<file path="config.mk">
export PLATFORM = sky130hd
export DESIGN_NAME = alu_arbiter
export DESIGN_NICKNAME = d
export VERILOG_FILES = /design/src/rtl/alu_arbiter.sv
export SDC_FILE = /design/constraint.sdc
export NUM_CORES = 1
export LEC_CHECK = 0
export BUFFER_PORTS_ARGS = -buffer_cell sky130_fd_sc_hd__buf_4
export CORE_UTILIZATION = 25
export CTS_CLUSTER_SIZE = 12
export DETAILED_ROUTE_END_ITERATION = 10
export GPL_TIMING_DRIVEN = 0
export SLEW_MARGIN = 20
export SYNTH_ARGS = -nofsm -noshare
export SYNTH_HDL_FRONTEND = slang
export SYNTH_SLANG_ARGS = --single-unit
export TNS_END_PERCENT = 100
</file>
<file path="constraint.sdc">
create_clock -name clk -period 2.1 [get_ports clk]
set_input_delay 0.21 -clock clk [delete_from_list [all_inputs] [get_ports clk]]
set_output_delay 0.21 -clock clk [all_outputs]
set_load 0.02 [all_outputs]
</file>
<file path="src/rtl/alu_arbiter.sv">
// Two-requester round-robin front end for a single shared combinational ALU.
// One operation in flight: accept (IDLE), capture ALU output (EXEC), hand back (RESP).
module alu_arbiter #(
  parameter int unsigned N = 8
) (
  input  logic         clk,
  input  logic         rst,
  input  logic         req0_valid,
  output logic         req0_ready,
  input  logic [N-1:0] req0_a,
  input  logic [N-1:0] req0_b,
  input  logic [3:0]   req0_op,
  input  logic         req1_valid,
  output logic         req1_ready,
  input  logic [N-1:0] req1_a,
  input  logic [N-1:0] req1_b,
  input  logic [3:0]   req1_op,
  output logic         rsp0_valid,
  input  logic         rsp0_ready,
  output logic         rsp1_valid,
  input  logic         rsp1_ready,
  output logic [N-1:0] rsp_result,
  output logic [3:0]   rsp_flags,
  output logic         rsp_err,
  output logic [N-1:0] alu_a,
  output logic [N-1:0] alu_b,
  output logic [3:0]   alu_ctrl,
  input  logic [N-1:0] alu_result,
  input  logic [3:0]   alu_flags,
  output logic         busy,
  output logic [15:0]  op_count
);

  localparam int unsigned OP_W   = 4;
  localparam int unsigned FLAG_W = 4;
  localparam int unsigned CNT_W  = 16;

  localparam logic [OP_W-1:0] OP_MOD     = OP_W'(4);
  localparam logic [OP_W-1:0] OP_DIV     = OP_W'(8);
  localparam logic [OP_W-1:0] OP_MAX_LEG = OP_W'(8);

  typedef enum logic [1:0] {
    IDLE = 2'd0,
    EXEC = 2'd1,
    RESP = 2'd2
  } state_t;

  state_t          state;
  logic [N-1:0]    a_q;
  logic [N-1:0]    b_q;
  logic [OP_W-1:0] op_q;
  logic            grant_id;
  logic            last_grant;

  logic            grant_c;
  logic            accept_c;
  logic            reject_c;
  logic            rsp_done_c;

  // Round-robin pick: a lone requester wins, a tie goes to the one not served last.
  always_comb begin
    grant_c = 1'b0;
    if (req0_valid && req1_valid) begin
      grant_c = ~last_grant;
    end else if (req1_valid) begin
      grant_c = 1'b1;
    end
  end

  assign accept_c   = (state == IDLE) && !rst && (req0_valid || req1_valid);
  assign req0_ready = accept_c && !grant_c;
  assign req1_ready = accept_c &&  grant_c;

  // Illegal opcodes and zero divisors bypass the ALU output entirely.
  assign reject_c = (op_q > OP_MAX_LEG) ||
                    (((op_q == OP_MOD) || (op_q == OP_DIV)) && (b_q == '0));

  assign rsp_done_c = grant_id ? rsp1_ready : rsp0_ready;

  assign alu_a    = a_q;
  assign alu_b    = b_q;
  assign alu_ctrl = op_q;
  assign busy     = (state != IDLE);

  always_ff @(posedge clk or posedge rst) begin
    if (rst) begin
      state      <= IDLE;
      a_q        <= '0;
      b_q        <= '0;
      op_q       <= '0;
      grant_id   <= 1'b0;
      last_grant <= 1'b1;
      rsp0_valid <= 1'b0;
      rsp1_valid <= 1'b0;
      rsp_result <= '0;
      rsp_flags  <= '0;
      rsp_err    <= 1'b0;
      op_count   <= '0;
    end else begin
      case (state)
        IDLE: begin
          if (accept_c) begin
            a_q        <= grant_c ? req1_a  : req0_a;
            b_q        <= grant_c ? req1_b  : req0_b;
            op_q       <= grant_c ? req1_op : req0_op;
            grant_id   <= grant_c;
            last_grant <= grant_c;
            state      <= EXEC;
          end
        end
        EXEC: begin
          if (reject_c) begin
            rsp_result <= '0;
            rsp_flags  <= FLAG_W'(0);
            rsp_err    <= 1'b1;
          end else begin
            rsp_result <= alu_result;
            rsp_flags  <= alu_flags;
            rsp_err    <= 1'b0;
          end
          rsp0_valid <= ~grant_id;
          rsp1_valid <=  grant_id;
          state      <= RESP;
        end
        RESP: begin
          if (rsp_done_c) begin
            rsp0_valid <= 1'b0;
            rsp1_valid <= 1'b0;
            if (op_count != {CNT_W{1'b1}}) begin
              op_count <= op_count + CNT_W'(1);
            end
            state <= IDLE;
          end
        end
        default: begin
          state      <= IDLE;
          rsp0_valid <= 1'b0;
          rsp1_valid <= 1'b0;
        end
      endcase
    end
  end

endmodule

</file>
### Word level (Yosys, flattened, before mapping)

Index checks and enable logic that the tools add are counted.
W data, S select, Z words.

* memory bits (writable): 0
* register bits after elaboration: 55
* output and inout bits: 54
* logic and storage cells: 57
* input bits: 58
* ROM bits: 0
* memories: 0
* bits in latches: 0

* divide/modulo/power cells: 0
* bitwise logic cells: 3
* add/sub/neg operators: 1
* mux-type cells: 15
* reductions and logical operators: 18
* shifts and indexed selects: 0
* equality and inequality tests: 7
* multiply operators: 0
* order comparisons: 1

Operators with widths (number)
* $mux W8: 3
* $add A16 B1 Y16 const B: 1
* $ne A16 B16 Y1 const B: 1
* $logic_not A8 Y1: 1
* $mux W4: 2
* $logic_and A1 B1 Y1: 6
* $pmux W1 S3: 2
* $pmux W2 S3: 1
* $reduce_and A2 Y1: 3
* $mux W1: 5
* $eq A4 B3 Y1 const B: 1
* $eq A4 B4 Y1 const B: 1
* $gt A4 B4 Y1 const B: 1
* $mux W2: 2
* $ne A2 B2 Y1 const B: 2
* $logic_or A1 B1 Y1: 3
* $not A1 Y1: 3
* $reduce_and A3 Y1: 1
* $eq A2 B1 Y1 const B: 1
* $eq A2 B2 Y1 const B: 1
* $logic_not A1 Y1: 2
* $logic_not A2 Y1: 1
* $reduce_bool A2 Y1: 1

### Longest topological paths before layout

* word-level depth: 5
* depth in mapped cells: 7
* mapped depth without buffers: 5

### Least setup slack after synthesis

Ideal clock, no wire load.

* path kind: register to register
* start point: register op_count[0]
* end point: register op_count[1]
* stages on the path, launching flop included: 7
* path buffers: 1
* arrival time: 1.959 ns
* slack: 0.016 ns
* period minus slack after synthesis: 2.084 ns
* setup time: 0.125 ns
* data required time: 1.975 ns
* cell sequence: dfrtp_1 -> ha_1 -> nand3_2 -> or4_1 -> buf_2 -> and2_4 -> mux2_4

* word-level cells in the longest chain between the ends: 2
* elaborated cells between the ends (all ways): 3
* classes of those cells: add/sub: 1; eq/ne: 1; reduce/logical: 1

Ends and longest elaborated chain
* start, declared: line 31 `output logic [15:0] op_count`
* start signal, assigned: line 130 `op_count <= op_count + CNT_W'(1);`
* parallel branches: the longest is 2 deep, another holds $add A16 B1 Y16

Several ways; the timed one is not identified.
A chain may end at the register's enable or synchronous reset.

### Worst setup path after layout

* start point: register op_count[1]
* end point: register op_count[1]

Same word-level chain as after synthesis.

==> results.yml <==
outcome:
  status: "finished, final reports clean"
cells_and_area:
  final_common_cell: "buf_4"
  insertedDiodeCount: 0
  layout_common_cells: "buf_4, dfrtp_1, a22o_1, a21o_1, xnor2_1"
  final_core_util_pct: 38.5
  nets: 381
  layout-drive-gt1-share_pct: 42.4
  stdcell_count: 452
  num-fill-cells: 924
  area_delta_synth_final_pct: 48.2
placement:
  dpl.hpwl_mm: 4.66
  dp.cells: 445
  port_buffers: 111
  gp_congestion: 0.770
setup_path:
  path_max_fanout: 7
  rrSetupSlack_ns: 0.08
  cpPeakStageDelay_ns: 0.52
  rr_endpoint: "op_count[1]"
  required_ns: 2.30
  worstPathBufferInverterCount: 1
  reg2reg_from: "op_count[1]"
  cp_top_family: "simple AND/OR/NAND/NOR gates"
  crit_chain: "ha_4 > nand3_4 > or4_1 > buf_2 > and2_4 > mux2_4"
  end_kind: "flop"
  critPathArrivalTime_ns: 2.22
  slowest_stage: "or4_1"
  worst_r2r_path_depth: 6
  crit_path_start_kind: "flop"
  critPathKind: "reg2reg"
power:
  ir_worst_vdd_mv: 0.570
  netSwitchingFraction_pct: 38.0
  power_switching_mw: 1.77
  combPwrFrac_pct: 45.9
  p_int_mw: 2.88
  clockPowerShare_pct: 15.4
  p_per_area_nw_per_um2: 1300
  p_leak_nw: 1.79
  power_frac_seq_pct: 38.7
synth:
  synth_ff_type: "dfrtp_1"
  synthCells: 205
  synth_edf_count: 0
  ys_types: 35
  synth_area_um2: 2410
  synth_warnings: 0
  async_flop_share_pct: 100
  syn_area_per_cell_um2: 11.8
  ys_seq_area_share_pct: 57.1
  syn_nets: 264
  ys_seq_elements: 55
routing:
  wl_per_cell_um: 14.1
  drt_iter0_drc: 54
  vias: 2082
  firstDrtPassIters: 4
  wl_mm: 6.36
  final_antenna_net_count: 0
  viasPerCell: 4.61
  drc: 0
global_routing:
  antenna_found_initial: 0
  grt_pass1_vias: 1992
  grt_max_degree: 56
  grt_remaining_overflow: 0
  grt_usage_pct: 12.6
  grt_pass1_wl_mm: 10.0
floorplan:
  dieArea_um2: 10000
  ios: 112
  placementRows: 35
  core_area_um2: 9280
  fp.dieW_um: 100
  start_util_pct: 26.0
  die_y_um: 100
sta:
  slew_headroom_pct: 55.4
  finalMaxSlewViolations: 0
  worst_slew_pin_slew_ns: 0.669
  setup_viol: 0
  period_needed_ns: 2.02
  clock_skew_ns: 0.00955
  hold_violations: 0
  timing.fmax_mhz: 496
  fin_crit_sh_pct: 96.0
  grt_setup_unrepaired: "false"
clock_tree:
  cts_max_level: 2
  cts_tree: "done"
  clock_latency_ns: 0.31
  cts_sinks: 55
  clk_pin_slew_ns: 0.11
  clockBufferDepth: 2
  cts_buffers: 5
  cts_hold_buf: 0
  cts_root_buf: "clkbuf_8"
min_path:
  hp-class: "in2async"
run:
  cap_violations: 0
==> layout make-up <==
cell class	instances	area, um^2	share of cell area, %
plain buffers	9	42.5	1.19
clock buffers	6	72.6	2.03
clock inverters	2	38.8	1.09
inverters	3	13.8	0.385
multi-input cells	136	1020	28.7
flip-flops and latches	55	1380	38.6
well taps	129	161	4.52
repair buffers	112	841	23.5
==> cell usage after synthesis (3+ instances only) <==
cell / number / area [um^2]
a21o_1: 22 / 165
a22o_1: 32 / 280
and2_1: 3 / 18.8
and3_1: 5 / 31.3
clkbuf_1: 9 / 33.8
dfrtp_1: 54 / 1350
inv_1: 3 / 11.3
nand2_1: 8 / 30.0
nand3_1: 7 / 35.0
nand4_1: 9 / 56.3
nor2_1: 6 / 22.5
nor4_1: 3 / 18.8
o211ai_1: 3 / 22.5
o21ai_0: 4 / 20.0
xnor2_1: 11 / 96.3
==> layer usage <==
metal	vias to the layer above	global-route usage (%)	routed length (um)
li1	998	-	-
met1	1017	16.7	2830
met2	63	20.8	3180
met3	4	2.44	285
met4	0	3.68	70
met5	-	0	0
==> metrics by stage <==
step	hold WS (ns)	setup TNS [ns]	cell area [um^2]	worst slack [ns]	total power, mW
global route	0.0560	0	3570	0.000522	4.98
floorplan	0.326	0	2410	0.0161	3.00
global placement	0.410	-14.38	3410	-0.266	3.87
CTS	0.0396	0	3550	0.00258	4.69
finish	0.0132	0	3570	0.0844	4.65
detailed placement	0.387	-0.0730	3410	-0.0727	3.90
==> power groups by stage <==
stage / registers, mW / logic (mW) / clock network (mW)
6_report: 1.80 / 2.14 / 0.716
3_5_place_dp: 1.79 / 2.11 / 0
3_3_place_gp: 1.78 / 2.09 / 0
2_1_floorplan: 2.17 / 0.825 / 0
4_1_cts: 1.77 / 2.16 / 0.763
5_1_grt: 1.86 / 2.32 / 0.800
==> timing repair <==
action | in CTS | in global routing
pin swaps | 1 | 1
buffers inserted | 1 | 0
resized for setup | 7 | 7
setup endpoints to repair | 3 | 15
endpoints found under the hold margin | 0 | 0
==> cells by family (layout without fill, tap and decap cells) <==
family	count (synthesis)	in the layout	share of synthesized area [%]
adders and majority gates	1	1	0.519
and+or+nand+nor	52	52	11.9
DFF	55	55	57.1
AOI/OAI and AO/OA	66	66	21.4
buffers and inverters	14	132	2.23
xor gates and xnor gates	12	12	4.36
muxes	5	5	2.39
==> sequential cells by signal, summed over array words and instances, names as in the netlist <==
name / flops
last_grant: 1
alu_a: 8
grant_id: 1
rsp1_valid: 1
state: 2
alu_b: 8
rsp_flags: 4
op_count: 16
alu_ctrl: 4
rsp_err: 1
rsp0_valid: 1
rsp_result: 8
==> worst max path at each step <==
stage / slack, ns / endpoint / start / cells past startpoint
floorplan: 0.02 / op_count[1] / op_count[0] / 6
global placement: -0.27 / op_count[2] / rst / 2
detailed placement: -0.07 / req0_ready / state[0] / 6
CTS: 0.003 / op_count[1] / op_count[1] / 6
global route: 0.0005 / req0_ready / state[0] / 5
finish: 0.08 / op_count[1] / op_count[1] / 6
Power figures use the tool's default switching activity.
